## src/rtl/alu_ctrl_seq_if.sv

```systemverilog
// alu_ctrl_seq_if: handshake bundle between the main control unit, the
// ALU control sequencer and the ALU/MDU.
//   Front end : in_valid, in_ready, instruction_code, ALUOp
//   Back end  : out_valid, out_ready, ALUControl, illegal
//   MDU       : mdu_start, mdu_busy
// Modports: master = producer/consumer side, slave = the sequencer.
interface alu_ctrl_seq_if #(
   parameter int CTRL_W = 5
);
   logic              in_valid;
   logic              in_ready;
   logic [31:0]       instruction_code;
   logic [2:0]        ALUOp;
   logic              out_valid;
   logic              out_ready;
   logic [CTRL_W-1:0] ALUControl;
   logic              illegal;
   logic              mdu_start;
   logic              mdu_busy;

   modport slave (
      input  in_valid, instruction_code, ALUOp, out_ready,
      output in_ready, out_valid, ALUControl, illegal, mdu_start, mdu_busy
   );

   modport master (
      output in_valid, instruction_code, ALUOp, out_ready,
      input  in_ready, out_valid, ALUControl, illegal, mdu_start, mdu_busy
   );
endinterface

```

## src/rtl/alu_ctrl_seq.sv

```systemverilog
// alu_ctrl_seq: ALU control decoder with a one-entry registered output stage
// (valid/ready) and RV32M latency sequencing.
//   clk   : rising-edge clock
//   reset : asynchronous, active-high reset
//   bus   : alu_ctrl_seq_if.slave (front-end request, registered ALUControl /
//           illegal response, mdu_start pulse and mdu_busy)
// Optional feature: define ALU_CTRL_M_EXT_EN to enable RV32M decode and the
// MWAIT latency state. Without it M-ops decode as illegal ADD and the MDU
// outputs are tied low.
module alu_ctrl_seq #(
   parameter int CTRL_W  = 5,
   parameter int MUL_LAT = 2,
   parameter int DIV_LAT = 32
) (
   input  logic         clk,
   input  logic         reset,
   alu_ctrl_seq_if.slave bus
);
   localparam int MAX_LAT = (MUL_LAT > DIV_LAT) ? MUL_LAT : DIV_LAT;
   localparam int CNT_W   = (MAX_LAT < 1) ? 1 : $clog2(MAX_LAT + 1);

   localparam logic [4:0] C_AND  = 5'h00, C_OR   = 5'h01, C_ADD  = 5'h02,
                          C_SLL  = 5'h03, C_SRL  = 5'h04, C_SRA  = 5'h05,
                          C_SUB  = 5'h06, C_XOR  = 5'h07, C_SLT  = 5'h08,
                          C_SLTU = 5'h09, C_ADDI = 5'h0A;

   typedef enum logic [1:0] {IDLE, VALID, MWAIT} state_t;

   state_t            state_q, state_d;
   logic [CTRL_W-1:0] ctrl_q, ctrl_d;
   logic              ill_q, ill_d;
   logic [CNT_W-1:0]  cnt_q, cnt_d;
   logic              first_q, first_d;

   logic [2:0] f3;
   logic [6:0] f7;
   logic [4:0] dec_code;
   logic       dec_ill;
   int         dec_lat;
   logic       load;
   logic       in_ready_c, out_valid_c, busy_c, start_c;

   assign f3 = bus.instruction_code[14:12];
   assign f7 = bus.instruction_code[31:25];

   // Only funct3/funct7 matter to this block.
   logic unused_instr;
   assign unused_instr = ^{bus.instruction_code[24:15], bus.instruction_code[11:0]};

   // Decode: every path lands on a defined code, illegal falls back to ADD.
   always_comb begin
      dec_code = C_AND;
      dec_ill  = 1'b0;
      dec_lat  = 0;
      case (bus.ALUOp)
         3'b000: dec_code = C_ADD;
         3'b001: begin
            case (f3)
               3'b000, 3'b001: dec_code = C_SUB;
               3'b100, 3'b101: dec_code = C_SLT;
               3'b110, 3'b111: dec_code = C_SLTU;
               default: begin dec_code = C_ADD; dec_ill = 1'b1; end
            endcase
         end
         3'b010: begin
            if (f7 == 7'b0000000) begin
               case (f3)
                  3'b000:  dec_code = C_ADD;
                  3'b001:  dec_code = C_SLL;
                  3'b010:  dec_code = C_SLT;
                  3'b011:  dec_code = C_SLTU;
                  3'b100:  dec_code = C_XOR;
                  3'b101:  dec_code = C_SRL;
                  3'b110:  dec_code = C_OR;
                  default: dec_code = C_AND;
               endcase
            end else if (f7 == 7'b0100000) begin
               if (f3 == 3'b000)      dec_code = C_SUB;
               else if (f3 == 3'b101) dec_code = C_SRA;
               else begin dec_code = C_ADD; dec_ill = 1'b1; end
            end else if (f7 == 7'b0000001) begin
`ifdef ALU_CTRL_M_EXT_EN
               // M codes are 0x10 + funct3; funct3[2] separates DIV/REM from MUL.
               dec_code = {2'b10, f3};
               dec_lat  = f3[2] ? DIV_LAT : MUL_LAT;
`else
               dec_code = C_ADD;
               dec_ill  = 1'b1;
`endif
            end else begin
               dec_code = C_ADD;
               dec_ill  = 1'b1;
            end
         end
         3'b100: begin
            case (f3)
               3'b000: dec_code = C_ADDI;
               3'b001: begin
                  if (f7 == 7'b0000000) dec_code = C_SLL;
                  else begin dec_code = C_ADD; dec_ill = 1'b1; end
               end
               3'b010: dec_code = C_SLT;
               3'b011: dec_code = C_SLTU;
               3'b100: dec_code = C_XOR;
               3'b101: begin
                  if (f7 == 7'b0000000)      dec_code = C_SRL;
                  else if (f7 == 7'b0100000) dec_code = C_SRA;
                  else begin dec_code = C_ADD; dec_ill = 1'b1; end
               end
               3'b110:  dec_code = C_OR;
               default: dec_code = C_AND;
            endcase
         end
         default: dec_code = C_AND;
      endcase
   end

   always_ff @(posedge clk or posedge reset) begin
      if (reset) begin
         state_q <= IDLE;
         ctrl_q  <= '0;
         ill_q   <= 1'b0;
         cnt_q   <= '0;
         first_q <= 1'b0;
      end else begin
         state_q <= state_d;
         ctrl_q  <= ctrl_d;
         ill_q   <= ill_d;
         cnt_q   <= cnt_d;
         first_q <= first_d;
      end
   end

   always_comb begin
      state_d     = state_q;
      ctrl_d      = ctrl_q;
      ill_d       = ill_q;
      cnt_d       = cnt_q;
      first_d     = 1'b0;
      in_ready_c  = 1'b0;
      out_valid_c = 1'b0;
      busy_c      = 1'b0;
      start_c     = 1'b0;
      load        = 1'b0;
      case (state_q)
         IDLE: begin
            in_ready_c = 1'b1;
            load       = bus.in_valid;
         end
         VALID: begin
            out_valid_c = 1'b1;
            in_ready_c  = bus.out_ready;
            if (bus.out_ready) begin
               if (bus.in_valid) load = 1'b1;
               else              state_d = IDLE;
            end
         end
         MWAIT: begin
            busy_c  = 1'b1;
            start_c = first_q;
            if (cnt_q == '0) state_d = VALID;
            else             cnt_d   = cnt_q - 1'b1;
         end
         default: state_d = IDLE;
      endcase
      // Counter is preloaded with L-1 so MWAIT lasts exactly L cycles.
      if (load) begin
         ctrl_d = CTRL_W'(dec_code);
         ill_d  = dec_ill;
         if (dec_lat > 0) begin
            state_d = MWAIT;
            cnt_d   = CNT_W'(dec_lat - 1);
            first_d = 1'b1;
         end else begin
            state_d = VALID;
         end
      end
   end

   assign bus.in_ready   = in_ready_c;
   assign bus.out_valid  = out_valid_c;
   assign bus.ALUControl = ctrl_q;
   assign bus.illegal    = ill_q;
`ifdef ALU_CTRL_M_EXT_EN
   assign bus.mdu_start  = start_c;
   assign bus.mdu_busy   = busy_c;
`else
   // MWAIT is unreachable here; outputs are held low explicitly.
   logic unused_mdu;
   assign unused_mdu     = start_c | busy_c;
   assign bus.mdu_start  = 1'b0;
   assign bus.mdu_busy   = 1'b0;
`endif
endmodule
```

## src/flat_wrapper.sv

```systemverilog
// flat-port wrapper written by rule: the top's interface ports become plain ports
module alu_ctrl_seq_flat 
#(
   parameter int CTRL_W  = 5,
   parameter int MUL_LAT = 2,
   parameter int DIV_LAT = 32
)
  (clk, reset, bus_in_valid, bus_instruction_code, bus_ALUOp, bus_out_ready, bus_in_ready, bus_out_valid, bus_ALUControl, bus_illegal, bus_mdu_start, bus_mdu_busy);
  alu_ctrl_seq_if #(.CTRL_W(CTRL_W)) bus_i ();
  input  logic clk;
  input  logic reset;
  input wire logic [$bits(bus_i.in_valid)-1:0] bus_in_valid;
  input wire logic [$bits(bus_i.instruction_code)-1:0] bus_instruction_code;
  input wire logic [$bits(bus_i.ALUOp)-1:0] bus_ALUOp;
  input wire logic [$bits(bus_i.out_ready)-1:0] bus_out_ready;
  output wire logic [$bits(bus_i.in_ready)-1:0] bus_in_ready;
  output wire logic [$bits(bus_i.out_valid)-1:0] bus_out_valid;
  output wire logic [$bits(bus_i.ALUControl)-1:0] bus_ALUControl;
  output wire logic [$bits(bus_i.illegal)-1:0] bus_illegal;
  output wire logic [$bits(bus_i.mdu_start)-1:0] bus_mdu_start;
  output wire logic [$bits(bus_i.mdu_busy)-1:0] bus_mdu_busy;
  assign bus_i.in_valid = bus_in_valid;
  assign bus_i.instruction_code = bus_instruction_code;
  assign bus_i.ALUOp = bus_ALUOp;
  assign bus_i.out_ready = bus_out_ready;
  assign bus_in_ready = bus_i.in_ready;
  assign bus_out_valid = bus_i.out_valid;
  assign bus_ALUControl = bus_i.ALUControl;
  assign bus_illegal = bus_i.illegal;
  assign bus_mdu_start = bus_i.mdu_start;
  assign bus_mdu_busy = bus_i.mdu_busy;
  alu_ctrl_seq #(.CTRL_W(CTRL_W), .MUL_LAT(MUL_LAT), .DIV_LAT(DIV_LAT)) u_core (.clk(clk), .reset(reset), .bus(bus_i));
endmodule
```

## config.mk

```make
export PLATFORM = sky130hd
export DESIGN_NAME = alu_ctrl_seq_flat
export DESIGN_NICKNAME = d
export VERILOG_FILES = /design/src/rtl/alu_ctrl_seq_if.sv /design/src/rtl/alu_ctrl_seq.sv /design/src/flat_wrapper.sv
export SDC_FILE = /design/constraint.sdc
export NUM_CORES = 1
export LEC_CHECK = 0
export CORE_UTILIZATION = 34
export CTS_CLUSTER_SIZE = 12
export DETAILED_ROUTE_END_ITERATION = 7
export PLACE_DENSITY = 0.78
export SYNTH_ARGS = -nofsm -noshare
export SYNTH_HDL_FRONTEND = slang
export SYNTH_SLANG_ARGS = --single-unit
```

## constraint.sdc

```tcl
create_clock -name clk -period 1.6 [get_ports clk]
set_input_delay 0.32 -clock clk [delete_from_list [all_inputs] [get_ports clk]]
set_output_delay 0.32 -clock clk [all_outputs]
set_load 0.02 [all_outputs]
```

-- After elaboration in Yosys (flattened, before gate mapping)
Cells that the tools add are included.
- $add $sub $neg: 1
- equality and inequality tests: 17
- muxes and demuxes: 31
- bitwise logic cells: 1
- reduce and logical (&&, ||, !) cells: 11
- operators with widths (operator ; count):
    case mux 5 bit (7 select lines) ; 1
    case mux 4 bit (7 select lines) ; 1
    two-way mux 5 bit ; 4
    case mux 5 bit (4 select lines) ; 1
    == test 3 bit (second input constant) ; 5
    two-way mux 1 bit ; 12
    case mux 4 bit (3 select lines) ; 1
    == test 3 x 2 -> 1 bit (second input constant) ; 3
    two-way mux 2 bit ; 4
    == test 7 x 6 -> 1 bit (second input constant) ; 1
    zero test 7 bit ; 1
    == test 3 x 1 -> 1 bit (second input constant) ; 2
    zero test 3 bit ; 2
    zero test 6 bit ; 1
    two-way mux 3 bit ; 2
    != test 3 x 2 -> 1 bit (second input constant) ; 2
    case mux 1 bit (2 select lines) ; 3
    case mux 2 bit (3 select lines) ; 1
    OR reduction 2 bit ; 3
    OR reduction 6 bit ; 1
    subtractor 6 x 1 -> 6 bit (second input constant) ; 1
    AND reduction 4 bit ; 1
    != test 3 x 1 -> 1 bit (second input constant) ; 1
    case mux 1 bit (3 select lines) ; 1
    6 further kinds ; 6
- register bits: 14
- input bits: 39
- output and inout bits: 10
- word-level logic and storage cells: 65

-- Logic depth before layout (Yosys ltp)
- depth in word-level cells: 6
- gate-level depth with buffers: 5
- gate-level depth less buffers: 4

-- Worst setup path after synthesis
No wires, ideal clock.
- path kind: register -> register
- from: reg u_core.state_q[0]
- to: reg u_core.ctrl_q[1], in the netlist u_core.bus.ALUControl[1]
- setup time: 0.139 ns
- data arrival time: 1.352 ns
- required time: 1.461 ns
- setup slack: 0.109 ns
- cell stages (with the launch flop): 6
- path buffers: 1
- clock period less this slack: 1.491 ns
- cells stage by stage: dfrtp_1 > nand2b_1 > buf_2 > nand2_1 > a2111oi_0 > a211oi_1
- cells in the longest elaborated chain, start to end: 2
- elaborated cells on any way between the ends: 3
- classes of those cells: eq/ne (1); mux (1); reduce/logical (1)
- RTL lines (item ; line ; source):
    start, declared ; alu_ctrl_seq.sv:29 ; state_t state_q, state_d;
    start signal, assigned ; alu_ctrl_seq.sv:126 ; state_q <= state_d;
    == test 2 x 1 -> 1 bit or zero test 2 bit (tied branches) ; alu_ctrl_seq.sv:145 ; case (state_q)
    case mux 1 bit (2 select lines) (*) ; alu_ctrl_seq.sv:145 ;
    end signal, assigned ; alu_ctrl_seq.sv:127 ; ctrl_q <= ctrl_d;
    end, declared ; alu_ctrl_seq.sv:30 ; logic [CTRL_W-1:0] ctrl_q, ctrl_d;
Mark *: on every way between the ends. The rest lies on a longest branch, timed or not.
A chain may end at the register's enable or synchronous reset.

-- Worst setup path in the final report
- from: in bus_out_ready
- to: reg u_core.ctrl_q[2], in the netlist u_core.bus.ALUControl[2]
- cells in the longest elaborated chain, start to end: 2
- RTL lines (item ; line ; source):
    start, declared ; flat_wrapper.sv:15 ; input wire logic [$bits(bus_i.out_ready)-1:0] bus_out_ready;
    two-way mux 1 bit ; alu_ctrl_seq.sv:153 ; if (bus.out_ready) begin
    case mux 1 bit (2 select lines) ; alu_ctrl_seq.sv:145 ;
No other way between the ends.

==> results.cfg <==
[worst_setup_path]
worstPathArrival_ps = 1740
crit_chain = clkdlybuf4s50_1 -> nand2b_1 -> buf_4 -> o211ai_1 -> or3_4 -> o22ai_2
path_class = in2reg
end_kind = flip-flop
slowest_delay_ps = 450
critPathSlowestCell = clkdlybuf4s50_1
crit_fanout = 3
required_ps = 1770
cp_top_family = buffers and inverters
crit_buf_inv = 2
crit_path_start_kind = input port

[global_route]
grt_busiest_layer = met2
grt_use_met1_pct = 26.3
met2_usage_pct = 36.9
grt_pass1_vias = 769
grt_max_degree = 12
grt.overflow.total = 0
grt_util_all_layers_pct = 21.3
grt_pass1_wl_mm = 3.26
use_met3_pct = 2.35
antenna_found_initial = 0

[sta]
maxSlewViolCount = 0
setup_viol = 0
tns_ps = 0
period_minus_slack_ps = 1570
clock.fmax_mhz = 636
period_share_pct = 98.3
hold_viol_final = 0
clock_skew_ps = 6.30

[power]
vdd_drop_max_mv = 0.337
p_total_w = 0.000602
p_sw_share_pct = 34.5
pwr-share-comb_pct = 45.2
power.density_nw_per_um2 = 548
switchingPower_w = 0.000208
p_int_w = 0.000394
p_seq_share_pct = 29.8
p_clk_share_pct = 25.0
power_leakage_nw = 0.473

[floorplanning]
ios = 49
core-area_um2 = 1780
fp.dieW_um = 46.5
die_y_um = 46.5
initial_core_util_pct = 37.8
rows = 15
dieArea_um2 = 2160

[detailed_routing]
routedWlPerCell_um = 14.6
drt-initial-drc-count = 28
routed_via_density = 5.56
detail-route-antenna-nets = 0
first_pass_iters = 4
drt-total-wl_mm = 2.21
drc_errors = 0
via_count = 840

[hold_path]
hold_class = in2async

[final_layout]
multiInputGateArea_um2 = 493
drive_gt1_share_pct = 27.8
diodes = 0
nFillCells = 177
final_util_pct = 61.5
final_nets = 167
area_delta_synth_final_pct = 63.0
regArea_um2 = 150
layout_common_cells = 20 x buf_4, 15 x clkdlybuf4s50_1, 11 x nand2b_1, 11 x a21oi_1, 6 x dfrtp_1
final_common_cell = buf_4

[synth]
synth_seq_cells = 6
syn_inst = 87
postSynthAreaPerCell_um2 = 7.74
ys_warn_count = 0
synth_area_um2 = 673
synth_cell_types = 38
yosysSeqAreaShare_pct = 22.3

[flow_run]
cap_violations = 0

[clock_tree]
cts_tree = done
cts_buffers = 3
cts_root_buffer = clkbuf_4
cts_max_path_buffers = 2
clk_pin_slew_ps = 50
ctsHtreeMaxLevel = 1
cts_sinks = 6
clk_latency_ps = 250
cts_hold_buf = 0

[outcome]
status = finished, final reports clean

[place]
dp_hpwl_mm = 1.66
portBuffers = 23
routabilityCongestion = 0.906
[layer usage]
metal  vias to the layer above  routed length [um]
li1                        398                   -
met1                       397                 857
met2                        43                1180
met3                         2                 168
met4                         0                   4
met5                         -                   0
[cells by family (layout without fill, tap and decap cells)]
kind of cell,count (synthesis),after routing,synth area share (%)
AOI/OAI and AO/OA,29,29,28.6
other,1,3,0.557
and+or+nand+nor,38,38,37.0
DFF,6,6,22.3
buffers and inverters,12,49,10.2
xor gates and xnor gates,1,1,1.30
[synthesized netlist by cell type]
library cell  number  area (um^2)
nor2_1             3         11.3
o32ai_1            1         8.76
o21ai_1            2         10.0
o21ai_0            2         10.0
buf_2              4         20.0
or2_2              2         12.5
o311ai_0           1         8.76
or2_1              1         6.26
nand3b_1           1         7.51
conb_1             1         3.75
and4bb_2           1         12.5
nand2b_1          11         68.8
nand2_1            5         18.8
o221ai_2           1         15.0
dfrtp_1            6          150
or3b_1             3         26.3
or3_1              1         6.26
nor3_1             3         15.0
nor4b_1            1         8.76
o21bai_1           1         7.51
clkbuf_4           1         7.51
a21oi_1           12         60.1
o41a_1             1         11.3
o221ai_1           1         8.76
nor4_2             1         12.5
a2111oi_0          1         8.76
nor2b_1            1         6.26
a211oi_1           2         15.0
buf_4              4         30.0
xnor2_1            1         8.76
o211ai_1           1         7.51
o22ai_1            2         12.5
nor3b_1            1         7.51
and4bb_1           1         12.5
and2_1             1         6.26
o31a_1             1         8.76
inv_1              3         11.3
and4b_1            1         10.0
[path summary, 6_finish.rpt]
path / start / end / slack (ps) / depth (start not counted)
max: bus_out_ready / u_core.bus.ALUControl[2] / 30 / 6
min: reset / u_core.bus.ALUControl[0] / 300 / 2
max reg2reg: u_core.state_q[0] / u_core.bus.ALUControl[2] / 190 / 5
min reg2reg: u_core.bus.ALUControl[0] / u_core.bus.ALUControl[0] / 510 / 2
max in group asynchronous: reset / u_core.bus.illegal / 1090 / 2
min in group clk: u_core.bus.ALUControl[0] / u_core.bus.ALUControl[0] / 510 / 2
[power groups by stage]
stage	clock (W)	combinational (W)	sequential, W
2_1_floorplan	0	0.000109	0.000203
3_3_place_gp	0	0.000257	0.000180
4_1_cts	0.000150	0.000264	0.000179
3_5_place_dp	0	0.000264	0.000182
5_1_grt	0.000160	0.000291	0.000181
6_report	0.000151	0.000272	0.000179
[cell type report]
cell class | count | share of cell area (%)
timing repair buffer | 43 | 35.5
multi-input combinational | 71 | 44.9
tap | 25 | 2.85
sequential | 6 | 13.7
inverter | 3 | 1.03
clock buffer | 3 | 2.05
[metrics by stage]
step / setup slack, ps / cells / area [um^2] / hold WS (ps)
finish: 26.5 / 151 / 1100 / 300
global route: -14.8 / 151 / 1100 / 332
CTS: 1.84 / 151 / 1060 / 316
detailed placement: -315 / 147 / 1030 / 498
global placement: -309 / 147 / 1030 / 486
floorplan: 109 / 89 / 681 / 111
[registers in the layout, indices dropped and copies added (netlist names)]
signal and count:
u_core.bus.ALUControl 4, u_core.state_q 1, u_core.bus.illegal 1
[timing repair]
| action | CTS | global route |
|---|---|---|
| setup buffers | 1 | 0 |
| pin swaps | 3 | 5 |
| cloned | 0 | 0 |
| endpoints found under the setup margin | 6 | 5 |
| resized for setup | 4 | 13 |
No activity file was read; power rests on OpenSTA's default activity.
